`src/rtl/cdc_frame_reader.sv`:
```
// Read-domain frame decoder: pops SYNC/LEN/payload/CSUM bytes from the CDC FIFO and streams the payload out.
// Optional saturating frame/drop statistics are enabled with CDC_FRAME_READER_STATS_EN.
module cdc_frame_reader #(
  parameter logic [7:0] SYNC_BYTE = 8'hA5,
  parameter int         MAX_LEN   = 255
) (
  input  logic        rclk,
  input  logic        rrst,
  input  logic [7:0]  rdata,
  input  logic        rrdy,
  output logic        rget,
  output logic [7:0]  out_data,
  output logic        out_valid,
  input  logic        out_ready,
  output logic        out_sop,
  output logic        out_eop,
  output logic        frame_done,
`ifdef CDC_FRAME_READER_STATS_EN
  output logic [15:0] ok_cnt,
  output logic [15:0] err_cnt,
  output logic [15:0] drop_cnt,
`endif
  output logic        frame_err
);

  typedef enum logic [1:0] {S_HUNT, S_LEN, S_PAYLOAD, S_CSUM} state_t;

  state_t      r_state;
  state_t      w_state_nxt;
  logic [7:0]  r_cnt;
  logic [7:0]  r_csum;
  logic        r_first;
  logic        w_len_bad;

  assign w_len_bad = (rdata == 8'd0) || ({24'd0, rdata} > MAX_LEN);

`ifdef CDC_FRAME_READER_STATS_EN
  function automatic logic [15:0] sat_inc(input logic [15:0] v);
    return (v == 16'hFFFF) ? v : v + 16'd1;
  endfunction
`endif

  // Payload pops only when the single output register is free or draining this cycle.
  always_comb begin
    rget = 1'b0;
    if (!rrst) begin
      case (r_state)
        S_PAYLOAD: rget = rrdy & (~out_valid | out_ready);
        default:   rget = rrdy;
      endcase
    end
  end

  always_comb begin
    w_state_nxt = r_state;
    if (rget) begin
      case (r_state)
        S_HUNT:    if (rdata == SYNC_BYTE) w_state_nxt = S_LEN;
        S_LEN:     w_state_nxt = w_len_bad ? S_HUNT : S_PAYLOAD;
        S_PAYLOAD: if (r_cnt == 8'd1) w_state_nxt = S_CSUM;
        S_CSUM:    w_state_nxt = S_HUNT;
        default:   w_state_nxt = S_HUNT;
      endcase
    end
  end

  always_ff @(posedge rclk) begin
    if (rrst) begin
      r_state    <= S_HUNT;
      r_cnt      <= 8'd0;
      r_csum     <= 8'd0;
      r_first    <= 1'b0;
      out_data   <= 8'd0;
      out_valid  <= 1'b0;
      out_sop    <= 1'b0;
      out_eop    <= 1'b0;
      frame_done <= 1'b0;
      frame_err  <= 1'b0;
`ifdef CDC_FRAME_READER_STATS_EN
      ok_cnt     <= 16'd0;
      err_cnt    <= 16'd0;
      drop_cnt   <= 16'd0;
`endif
    end else begin
      r_state    <= w_state_nxt;
      frame_done <= 1'b0;
      frame_err  <= 1'b0;
      if (out_valid && out_ready) out_valid <= 1'b0;
      case (r_state)
        S_LEN: begin
          if (rget) begin
            if (w_len_bad) begin
              frame_err <= 1'b1;
            end else begin
              r_cnt   <= rdata;
              r_csum  <= rdata;
              r_first <= 1'b1;
            end
          end
        end
        S_PAYLOAD: begin
          if (rget) begin
            out_data  <= rdata;
            out_valid <= 1'b1;
            out_sop   <= r_first;
            out_eop   <= (r_cnt == 8'd1);
            r_first   <= 1'b0;
            r_csum    <= r_csum ^ rdata;
            r_cnt     <= r_cnt - 8'd1;
          end
        end
        S_CSUM: begin
          if (rget) begin
            frame_done <= (rdata == r_csum);
            frame_err  <= (rdata != r_csum);
          end
        end
        default: begin
`ifdef CDC_FRAME_READER_STATS_EN
          if (rget && (rdata != SYNC_BYTE)) drop_cnt <= sat_inc(drop_cnt);
`endif
        end
      endcase
`ifdef CDC_FRAME_READER_STATS_EN
      if (frame_done) ok_cnt  <= sat_inc(ok_cnt);
      if (frame_err)  err_cnt <= sat_inc(err_cnt);
`endif
    end
  end

endmodule

```
`config.mk`:
```
export PLATFORM = sky130hd
export DESIGN_NAME = cdc_frame_reader
export DESIGN_NICKNAME = d
export VERILOG_FILES = /design/src/rtl/cdc_frame_reader.sv
export SDC_FILE = /design/constraint.sdc
export NUM_CORES = 1
export LEC_CHECK = 0
export CAP_MARGIN = 10
export CORE_UTILIZATION = 30
export CTS_BUF_LIST = sky130_fd_sc_hd__clkbuf_8 sky130_fd_sc_hd__clkbuf_16
export DETAILED_ROUTE_END_ITERATION = 8
export HOLD_SLACK_MARGIN = 0.15
export RECOVER_POWER = 100
export SETUP_SLACK_MARGIN = 0.4
export SLEW_MARGIN = 5
export SYNTH_ARGS = -nofsm -noshare
export SYNTH_HDL_FRONTEND = slang
export SYNTH_SLANG_ARGS = --single-unit
export TNS_END_PERCENT = 20
```
`constraint.sdc`:
```
create_clock -name rclk -period 3.6 [get_ports rclk]
set_clock_uncertainty 0.05 [all_clocks]
set_input_delay 1.08 -clock rclk [delete_from_list [all_inputs] [get_ports rclk]]
set_output_delay 1.08 -clock rclk [all_outputs]
set_load 0.03 [all_outputs]
```
==> out/results.env <==
POST_ROUTE_CELLS_DRIVE_ABOVE_1_SHARE=0.177
TIMING.CRITICAL_PATH.SLOWEST_CELL_DELAY_NS=0.58
SETUP_TNS_NS=0
FINAL-MAX-SLEW-VIOLATION-COUNT=0
FIRST_PASS_ITERS=4
POST_SYNTH_INSTANCE_AREA_UM2=1770
HOLD_BUFFERS=0
TIMING.CRITICAL_PATH.FROM_TYPE='input port'
RR_STARTPOINT='r_state[0]$_SDFFE_PP0P_'
GLOBALROUTE.TOTALOVERFLOW=0
START_UTIL=0.315
DR_DRC_COUNT=0
FINALSETUPVIOLCOUNT=0
WORST_PATH_MAX_DELAY_CELL='dlygate4sd3_1'
DPL.CELL_COUNT=294
TIMING.CRITICAL_PATH.CELLS='dlygate4sd3_1, nor2b_1, o21ai_2, inv_1, buf_4'
PATH_CLK_SLEW_NS=0.07
DRT_ITER0_MARKERS=94
DOMINANT_CELL_TYPE_BY_AREA_AFTER_SYNTHESIS='dfxtp_1'
FINAL_HOLD_SLACK_NS=0.404
CTSHTREEMAXLEVEL=2
STDCELL_COUNT=304
PORT_BUFFER_CELLS=25
CAP_VIOL_MAX_COUNT=0
HOLD_WC_STARTPOINT='out_data[3]$_SDFFE_PP0P_'
UNREPAIRED_SETUP_ENDPOINTS_AFTER_GLOBAL_ROUTING='no'
LEAKAGE_uW=0.000791
SYNTH-EDFF-COUNT=0
GROUTE.USAGE.OVERALL=0.161
ROW_COUNT=27
HOLD_VIOL_FINAL=0
FLOORPLAN.DIE.HEIGHT_UM=78.8
SYN_NETS=214
CTS_ROOT_BUFFER='clkbuf_8'
TIMING.REG2REG.SETUP_SLACK_NS=1.58
FILLERINSTANCES=607
POST-PLACE-WS_NS=0.264
DIE_X_UM=78.8
CORE_AREA_UM2=5610
FIRST_PASS_GRT_WIRE_LENGTH_UM=7640
PART_OF_THE_YOSYS_AREA_USED_FOR_SEQUENTIAL_ELEMENTS=0.362
HOLDPATHEND='out_data[3]$_SDFFE_PP0P_'
PATH_DELAY_FAMILY='buffers and inverters'
N_ANTENNA_CELL=0
POST_SYNTHESIS_AVERAGE_CELL_AREA_UM2=8.85
CRITICAL_PATH.MAX_FANOUT=3
SYN-INSTANCE-COUNT=200
WHS_PATH_DEPTH=2
AREA_DELTA_SYNTH_FINAL_PCT=24.3
AVGVIACOUNTPERCELL=5.27
SYNTHTOPCELLSBYAREA='dfxtp_1, a21oi_1, nand2_1, xnor2_1, o32ai_2'
POST-DP-HPWL_UM=3220
VIAS=1602
SYNTH.TOP_CELL.AREA_SHARE=0.362
CTS.PATH.MAX_BUFFERS=2
WL_UM=4670
WORSTPATHREQUIRED_NS=2.47
CTS.SINKS=32
FMAX_GHz=0.303
TRITONCTS.NUM_BUFFERS=5
LAYOUT.NETS=245
SETUP_WS_NS=0.298
ANTENNA_VIOL_NETS_FINAL=0
SYNTH.YOSYS.WARNINGS=0
TIMING.CRITICAL_PATH.TO_TYPE='output pin'
CRIT-REG2REG-CAPTURE='r_cnt[3]$_SDFFE_PP0P_'
VDD_DROP_MAX_mV=0.181
CLK-INSERTION-DELAY-LATE_NS=0.29
BOUNDARYPINS=26
NETLIST-CELL-TYPE-COUNT=46
ANTENNA_FOUND_INITIAL=0
WORSTPATHBUFFERINVERTERCOUNT=3
TOP_FF_CELL_SYNTH='dfxtp_1'
POWER_DENSITY_nW_PER_UM2=353
CRIT_TYPE='in2out'
GRT_START_MAX_NET_PINS=24
MAXSLEWHEADROOM=0.478
GRT_PASS1_VIAS=1528
FLOORPLAN.DIE_AREA_UM2=6210
ROUTE.DETAILED.WL_PER_INST_UM=15.4
HOLD_CLASS='reg2reg'
CP_DATA_ARRIVAL_TIME_NS=2.17
TRITONCTS='done'
RUN_STATUS='finished clean'
PERIOD_NEEDED_NS=3.30
WORST_PIN_SLEW_NS=0.772
LAYOUT_WORST_PATH_CYCLE_SHARE=0.917
ROUTABILITYCONGESTION=0.824
WORSTREGTOREGCELLS=5
ASYNC_RESET_FF_FRAC=0
YS_FF_LATCH=32
==> how the worst max path moves through the flow <==
stage	slack, ns	end	cells after the start	start
6_report	0.30	rget	5	rrst
5_1_grt	0.25	r_cnt[3]$_SDFFE_PP0P_	6	rrst
4_1_cts	0.41	rget	5	out_ready
3_5_place_dp	0.26	rget	5	rrdy
3_3_place_gp	0.29	rget	5	rrdy
2_1_floorplan	0.58	rget	3	out_ready
==> registers in the layout, indices dropped and copies added (netlist names), named ones only <==
register,count
r_cnt,8
out_valid,1
r_csum,8
frame_done,1
out_data,8
out_eop,1
r_state,1
out_sop,1
frame_err,1
r_first,1
==> cell families (layout without fill, tap and decap cells) <==
logic type,Yosys count,in the layout,share of synthesized area
buffers and inverters,25,57,0.0898
multiplexers,2,2,0.0113
AO/OA/AOI/OAI,60,60,0.248
flip-flops,32,32,0.362
AND/OR/NAND/NOR,71,71,0.236
adder cells (fa/ha/maj),2,2,0.0141
XOR/XNOR,8,8,0.0396
==> repair_timing <==
item / CTS / global route
gates cloned: 0 / 0
endpoints found under the hold margin: 0 / 0
setup buffers: 0 / 2
gates resized for setup: 4 / 2
setup endpoints to repair: 1 / 1
pin swaps: 0 / 1
==> cell usage in the layout (no fill, tap or decap), types with 2 or more instances in the layout <==
master	synthesis	final
a31oi_1	6	6
dlygate4sd3_1	0	15
o32ai_2	4	4
nor4_4	2	2
nand3_1	5	5
a211o_1	2	2
mux2i_1	2	2
nand3b_1	2	2
a21oi_2	4	4
nand2_1	24	24
a22oi_1	2	2
o221a_2	4	4
ha_1	2	2
o21ai_0	3	2
xnor2_1	8	8
nand4_1	2	2
a21boi_0	4	4
and3_1	5	5
clkbuf_8	0	5
nor3_1	9	9
buf_4	3	13
clkbuf_1	3	2
nor4_1	7	7
inv_1	8	8
nor2_1	3	4
clkdlybuf4s50_1	0	8
a21oi_1	25	25
dfxtp_1	32	32
==> cell type report <==
type,instances,area (um2),share of cell area
Sequential cell,32,641,0.291
Timing Repair Buffer,41,357,0.162
Tap cell,72,90.1,0.0410
Multi-Input combinational cell,143,970,0.441
Inverter,8,30.0,0.0137
Clock inverter,3,42.5,0.0194
Clock buffer,5,68.8,0.0313
==> per-stage QoR <==
step                      utilization  total power, uW  area (um2)
after floorplan                     -              391        1770
after global placement          0.371              424        2080
after CTS                       0.392              778        2200
final                           0.392              776        2200
after global routing            0.392              797        2200
after detailed placement        0.371              424        2080
==> tightest hold or removal path, cell delays in order, from the launching register on <==
cell and delay [ns]:
dfxtp_1 0.31, nand2_1 0.05, a21oi_1 0.05
==> synth_stat cells (all sizes together) (3+ instances only) <==
library cell / number
o32ai: 5
clkbuf: 5
dfxtp: 32
nand2: 24
xnor2: 8
nor3: 9
o21ai: 3
o221a: 4
a21boi: 5
nor4: 9
nand3: 5
buf: 12
a21oi: 29
a31oi: 6
and3: 6
nor2: 4
inv: 8
==> per-layer routing <==
metal | track usage | wire length [um] | up-vias
met5 | 0 | 0 | -
met4 | 0.0630 | 84 | 0
met3 | 0.0414 | 171 | 11
met2 | 0.238 | 2060 | 37
met1 | 0.221 | 2360 | 759
li1 | - | - | 795
==> power by group <==
part           leakage (uW)  total (uW)  internal (uW)  switching [uW]
clock             0.0000541         360            205             155
sequential         0.000258         354            354           0.286
combinational      0.000479        62.6           29.4            33.2
total              0.000791         776            588             188
Power figures use the tool's default switching activity.
